[config.mk]
export PLATFORM = sky130hd
export DESIGN_NAME = ctrl_pipe
export DESIGN_NICKNAME = d
export VERILOG_FILES = /design/src/rtl/ctrl_pipe.sv
export SDC_FILE = /design/constraint.sdc
export NUM_CORES = 1
export LEC_CHECK = 0
export ABC_CLOCK_PERIOD_IN_PS = 5000
export BUFFER_PORTS_ARGS = -buffer_cell sky130_fd_sc_hd__buf_2
export CORE_UTILIZATION = 43
export DETAILED_ROUTE_END_ITERATION = 8
export PLACE_DENSITY = 0.72
export SETUP_SLACK_MARGIN = 0.4
export SYNTH_ARGS = -nofsm -noshare
export SYNTH_HDL_FRONTEND = slang
export SYNTH_SLANG_ARGS = --single-unit
export TNS_END_PERCENT = 10
[constraint.sdc]
create_clock -name clk -period 5 [get_ports clk]
set_clock_uncertainty 0.2 [all_clocks]
set_input_delay 1.25 -clock clk [delete_from_list [all_inputs] [get_ports clk]]
set_output_delay 1.25 -clock clk [all_outputs]
set_load 0.01 [all_outputs]
[src/rtl/ctrl_pipe.sv]
// ctrl_pipe: D->E->M->W control/address pipeline with flush/stall and optional load-use detection.
// Latency: one cycle per stage; writereg_e is combinational from E registers.
// Backpressure: stall holds a stage and feeds bubbles downstream; flush beats stall. Macro: CTRL_PIPE_LOADUSE_EN.
module ctrl_pipe #(
  parameter int ALUCTRL_W = 8,
  parameter int REG_AW    = 5
) (
  input  logic                 clk,
  input  logic                 rst,
  input  logic                 valid_d,
  input  logic [9:0]           ctrl_d,
  input  logic [ALUCTRL_W-1:0] alucontrol_d,
  input  logic [REG_AW-1:0]    rs_d,
  input  logic [REG_AW-1:0]    rt_d,
  input  logic [REG_AW-1:0]    rd_d,
  input  logic                 stall_e,
  input  logic                 flush_e,
  input  logic                 stall_m,
  input  logic                 flush_m,
  input  logic                 flush_w,
  output logic                 valid_e,
  output logic                 valid_m,
  output logic                 valid_w,
  output logic [9:0]           ctrl_e,
  output logic [9:0]           ctrl_m,
  output logic [9:0]           ctrl_w,
  output logic [ALUCTRL_W-1:0] alucontrol_e,
  output logic [REG_AW-1:0]    rs_e,
  output logic [REG_AW-1:0]    rt_e,
  output logic [REG_AW-1:0]    writereg_e,
  output logic [REG_AW-1:0]    writereg_m,
  output logic [REG_AW-1:0]    writereg_w,
  output logic                 lwstall
);

  // Control bit positions within the 10-bit ctrl word.
  localparam int C_MEMTOREG = 9;
  localparam int C_REGDST   = 5;
  localparam int C_REGWRITE = 4;
  localparam int C_JAL      = 2;
  localparam int C_BAL      = 0;

  // E stage
  logic                 r_valid_e;
  logic [9:0]           r_ctrl_e;
  logic [ALUCTRL_W-1:0] r_alucontrol_e;
  logic [REG_AW-1:0]    r_rs_e;
  logic [REG_AW-1:0]    r_rt_e;
  logic [REG_AW-1:0]    r_rd_e;
  // M stage
  logic                 r_valid_m;
  logic [9:0]           r_ctrl_m;
  logic [REG_AW-1:0]    r_writereg_m;
  // W stage
  logic                 r_valid_w;
  logic [9:0]           r_ctrl_w;
  logic [REG_AW-1:0]    r_writereg_w;

  logic [REG_AW-1:0]    w_writereg_e;
  logic                 w_lwstall;
  logic                 w_flush_e;

  // Destination select: link register for jal/bal, else rd or rt by regdst.
  always_comb begin
    w_writereg_e = r_rt_e;
    if (r_ctrl_e[C_JAL] | r_ctrl_e[C_BAL]) begin
      w_writereg_e = '1;
    end else if (r_ctrl_e[C_REGDST]) begin
      w_writereg_e = r_rd_e;
    end
  end

`ifdef CTRL_PIPE_LOADUSE_EN
  // A load in E whose destination is read by D must bubble E for one cycle.
  assign w_lwstall = r_valid_e & r_ctrl_e[C_MEMTOREG] & r_ctrl_e[C_REGWRITE]
                   & (w_writereg_e != '0)
                   & ((w_writereg_e == rs_d) | (w_writereg_e == rt_d));
  assign w_flush_e = flush_e | w_lwstall;
`else
  assign w_lwstall = 1'b0;
  assign w_flush_e = flush_e;
`endif

  // E stage register: flush > stall > load from D.
  always_ff @(posedge clk or posedge rst) begin
    if (rst) begin
      r_valid_e      <= 1'b0;
      r_ctrl_e       <= '0;
      r_alucontrol_e <= '0;
      r_rs_e         <= '0;
      r_rt_e         <= '0;
      r_rd_e         <= '0;
    end else if (w_flush_e) begin
      r_valid_e      <= 1'b0;
      r_ctrl_e       <= '0;
      r_alucontrol_e <= '0;
      r_rs_e         <= '0;
      r_rt_e         <= '0;
      r_rd_e         <= '0;
    end else if (!stall_e) begin
      r_valid_e      <= valid_d;
      r_ctrl_e       <= ctrl_d;
      r_alucontrol_e <= alucontrol_d;
      r_rs_e         <= rs_d;
      r_rt_e         <= rt_d;
      r_rd_e         <= rd_d;
    end
  end

  // M stage register: flush > stall > bubble when E is held > load from E.
  always_ff @(posedge clk or posedge rst) begin
    if (rst) begin
      r_valid_m    <= 1'b0;
      r_ctrl_m     <= '0;
      r_writereg_m <= '0;
    end else if (flush_m) begin
      r_valid_m    <= 1'b0;
      r_ctrl_m     <= '0;
      r_writereg_m <= '0;
    end else if (stall_m) begin
      r_valid_m    <= r_valid_m;
    end else if (stall_e) begin
      r_valid_m    <= 1'b0;
      r_ctrl_m     <= '0;
      r_writereg_m <= '0;
    end else begin
      r_valid_m    <= r_valid_e;
      r_ctrl_m     <= r_ctrl_e;
      r_writereg_m <= w_writereg_e;
    end
  end

  // W stage register: never stalls; bubble on flush or when M is held.
  always_ff @(posedge clk or posedge rst) begin
    if (rst) begin
      r_valid_w    <= 1'b0;
      r_ctrl_w     <= '0;
      r_writereg_w <= '0;
    end else if (flush_w || stall_m) begin
      r_valid_w    <= 1'b0;
      r_ctrl_w     <= '0;
      r_writereg_w <= '0;
    end else begin
      r_valid_w    <= r_valid_m;
      r_ctrl_w     <= r_ctrl_m;
      r_writereg_w <= r_writereg_m;
    end
  end

  // Controls are masked by stage valid so empty stages never act.
  assign valid_e      = r_valid_e;
  assign valid_m      = r_valid_m;
  assign valid_w      = r_valid_w;
  assign ctrl_e       = r_ctrl_e & {10{r_valid_e}};
  assign ctrl_m       = r_ctrl_m & {10{r_valid_m}};
  assign ctrl_w       = r_ctrl_w & {10{r_valid_w}};
  assign alucontrol_e = r_alucontrol_e;
  assign rs_e         = r_rs_e;
  assign rt_e         = r_rt_e;
  assign writereg_e   = w_writereg_e;
  assign writereg_m   = r_writereg_m;
  assign writereg_w   = r_writereg_w;
  assign lwstall      = w_lwstall;

endmodule

==> run metrics <==
Area Growth Syn to Fin 28.9%; hold path start r_ctrl_m[1]; Max Root-Sink Buffers 2; crit share post-route 0.581; fin util 0.586; mapped cell area 0.00275 mm2; DRC 0; FF-to-FF End writereg_m[3]; #FFs+latches synth 66; kind of end point of the critical path output pin; synthesized instance count between 200 and 250; main area contributors after synthesis dfrtp_1 60%, mux2i_1 14%, and2_1 10%; Yosys cell types 15; Lkg Pwr 0.00204 uW; GPL Wtd Cong 0.791; gr usage total 0.185; clock share of power 0.462; crit path time final 2.91 ns; first drt pass iteration count 4; Synth Area in Adders 0; HPWL after DPL 4.14 mm; Initial Util 0.454; CP arrival between 1 and 1.5 ns; hold_buf cts 0; fraction of layout cells with a size suffix above 1 0.373; RSZ-0062 raised after global routing false; combinational family with the most area after synthesis simple AND/OR/NAND/NOR gates; worst-skew pair later-pin latency between 0.3 and 0.4 ns; ant diodes 0; Core ar. between 0.006 and 0.007 mm2; Post-Layout Cell Count 410; post-synth top area cell dfrtp_1; Hold Vio Cnt, Final 0; Highest Clock Rate 0.344 GHz; Worst setup SP type register; sw frac 0.224; met1 usage 0.233; fillers ~540; Initial DRC Count 66; Slew HR 0.308; Gates resized, CTS repair 0; Die ar. 0.00673 mm2; Post-CTS Setup Inserts 0; Psw 284 uW; hold_ws slightly above 0.3 ns; setup tns final 0 ns; post-synthesis compound-gate area fraction 0.0509; Final ANT Viol Nets 0; Power per Cell Area 357 mW/mm2; met2 Use GR 0.289; Die X 82.0 um; mux cell area share after synthesis 0.142; Cells after DPL 394; Worst EP required roughly 3.6 ns; number of synthesis warnings 0; status complete, no violations; VDD IR-drop max approximately 0.00023 V; Max Fanout on Critical Path 8; Hold Path Sink r_ctrl_w[1]; Die Y between 80 and 90 um; first-pass GRT wire length 8.95 mm; CTS H-tree lvls 3; Post-layout nets ~370; max-slew violation count 0; busiest grt layer met2; # rows 28; Syn Nets 269; max_cap viols 0; CP Launch Point r_ctrl_e[5]; RR Startpoint r_ctrl_e[5]; WL/cell approximately 14 um; sequential power share 0.450; vias in the first global route 1744; Synth Area per Inst 12.1 um2; PortBufs 106; Num CTS Buffers 9; Least-Margin Pin Slew 1.04 ns; share of synthesized cell area in and, or, nand and nor gates 0.169; Yosys top cell area share 0.600; CP Class register to output pin; total wire length about 5.6 mm; CTS Root Cell clkbuf_8; Clock Pin Slew Worst Setup and Hold Paths 0.07 ns; grt met3 use 0.0500; CTS tree built; # IOs between 100 and 150; Sink Count 66; combinational share of power 0.088; number of vias per cell 4.76; most common cell after layout, fill and taps aside buf_2; total congestion overflow 0; vias post-DR 1952; Internal around 1000 uW; R2R setup slack between 3 and 4 ns; most frequent cells in the layout 106 x buf_2, 66 x dfrtp_1, 46 x and2_1; Hold WC Path Type register to register; Setup-failing EPs final 0; Hold Crit Depth 1; pin count of the biggest net entering global routing 42; post-synthesis sequential area ratio 0.600; Post-Synth XOR/XNOR Area 0; initial antenna violation count 0; R2R depth 3
state kept, by name (all words and copies together), names as in the netlist:
name	count
rs_e	5
rt_e	5
r_ctrl_m	10
writereg_m	5
valid_m	1
r_rd_e	5
alucontrol_e	8
r_ctrl_e	10
r_ctrl_w	10
valid_e	1
valid_w	1
writereg_w	5
synthesized netlist by cell type, drive strengths merged:
cell and count:
nor2 36, clkbuf 8, nand2 5, nor2b 1, conb 1, mux2i 39
inv 1, a22o 16, buf 8, nor3 1, dfrtp 66, and2 46
cell families (layout without fill, tap and decap cells):
family	Yosys count	after routing
AOI/OAI and AO/OA	16	16
other	1	1
and+or+nand+nor	89	89
muxes	39	39
buffers and inverters	17	124
DFF	66	66
routing by layer:
layer  share of wire  routed length (um)
met5               0                   0
met3           0.046                 261
met4           0.018                 102
met2            0.49                2760
met1            0.45                2510
area by class of cell:
| class | count | area [um2] | area share |
|---|---|---|---|
| sequential | 66 | 1650 | 0.465 |
| multi-input combinational | 145 | 998 | 0.281 |
| timing repair buffer | 107 | 538 | 0.152 |
| clock inverter | 7 | 141 | 0.0398 |
| clock buffer | 9 | 124 | 0.0349 |
| tap | 75 | 93.8 | 0.0264 |
| inverter | 1 | 3.75 | 0.00106 |
how the worst max path moves through the flow:
stage / end / slack (ns) / depth (start not counted)
finish: writereg_e[2] / 2.09 / 3
global route: writereg_e[3] / 1.96 / 3
CTS: writereg_e[3] / 2.07 / 3
detailed placement: writereg_m[1] / 2.13 / 3
global placement: writereg_m[1] / 2.16 / 3
floorplan: alucontrol_e[0] / 1.90 / 1
power groups by stage:
stage,combinational [uW],sequential (uW),clock [uW]
4_1_cts,113,570,593
2_1_floorplan,66.8,580,0
3_3_place_gp,110,580,0
3_5_place_dp,113,580,0
5_1_grt,123,573,623
6_report,111,570,586
metrics by stage:
step | total power, uW | worst slack (ns) | instance area (um2)
4_1_cts | 1280 | 2.07 | 3550
5_1_grt | 1320 | 1.96 | 3550
3_3_place_gp | 690 | 2.16 | 3290
2_1_floorplan | 647 | 1.90 | 2750
3_5_place_dp | 693 | 2.13 | 3290
6_report | 1270 | 2.09 | 3550
worst max-delay path, stage by stage (launching register included):
cell	delay [ns]
dfrtp_1	0.57
mux2i_1	0.28
nand2_1	0.10
buf_2	0.17
(Power assumes the default switching activity.)
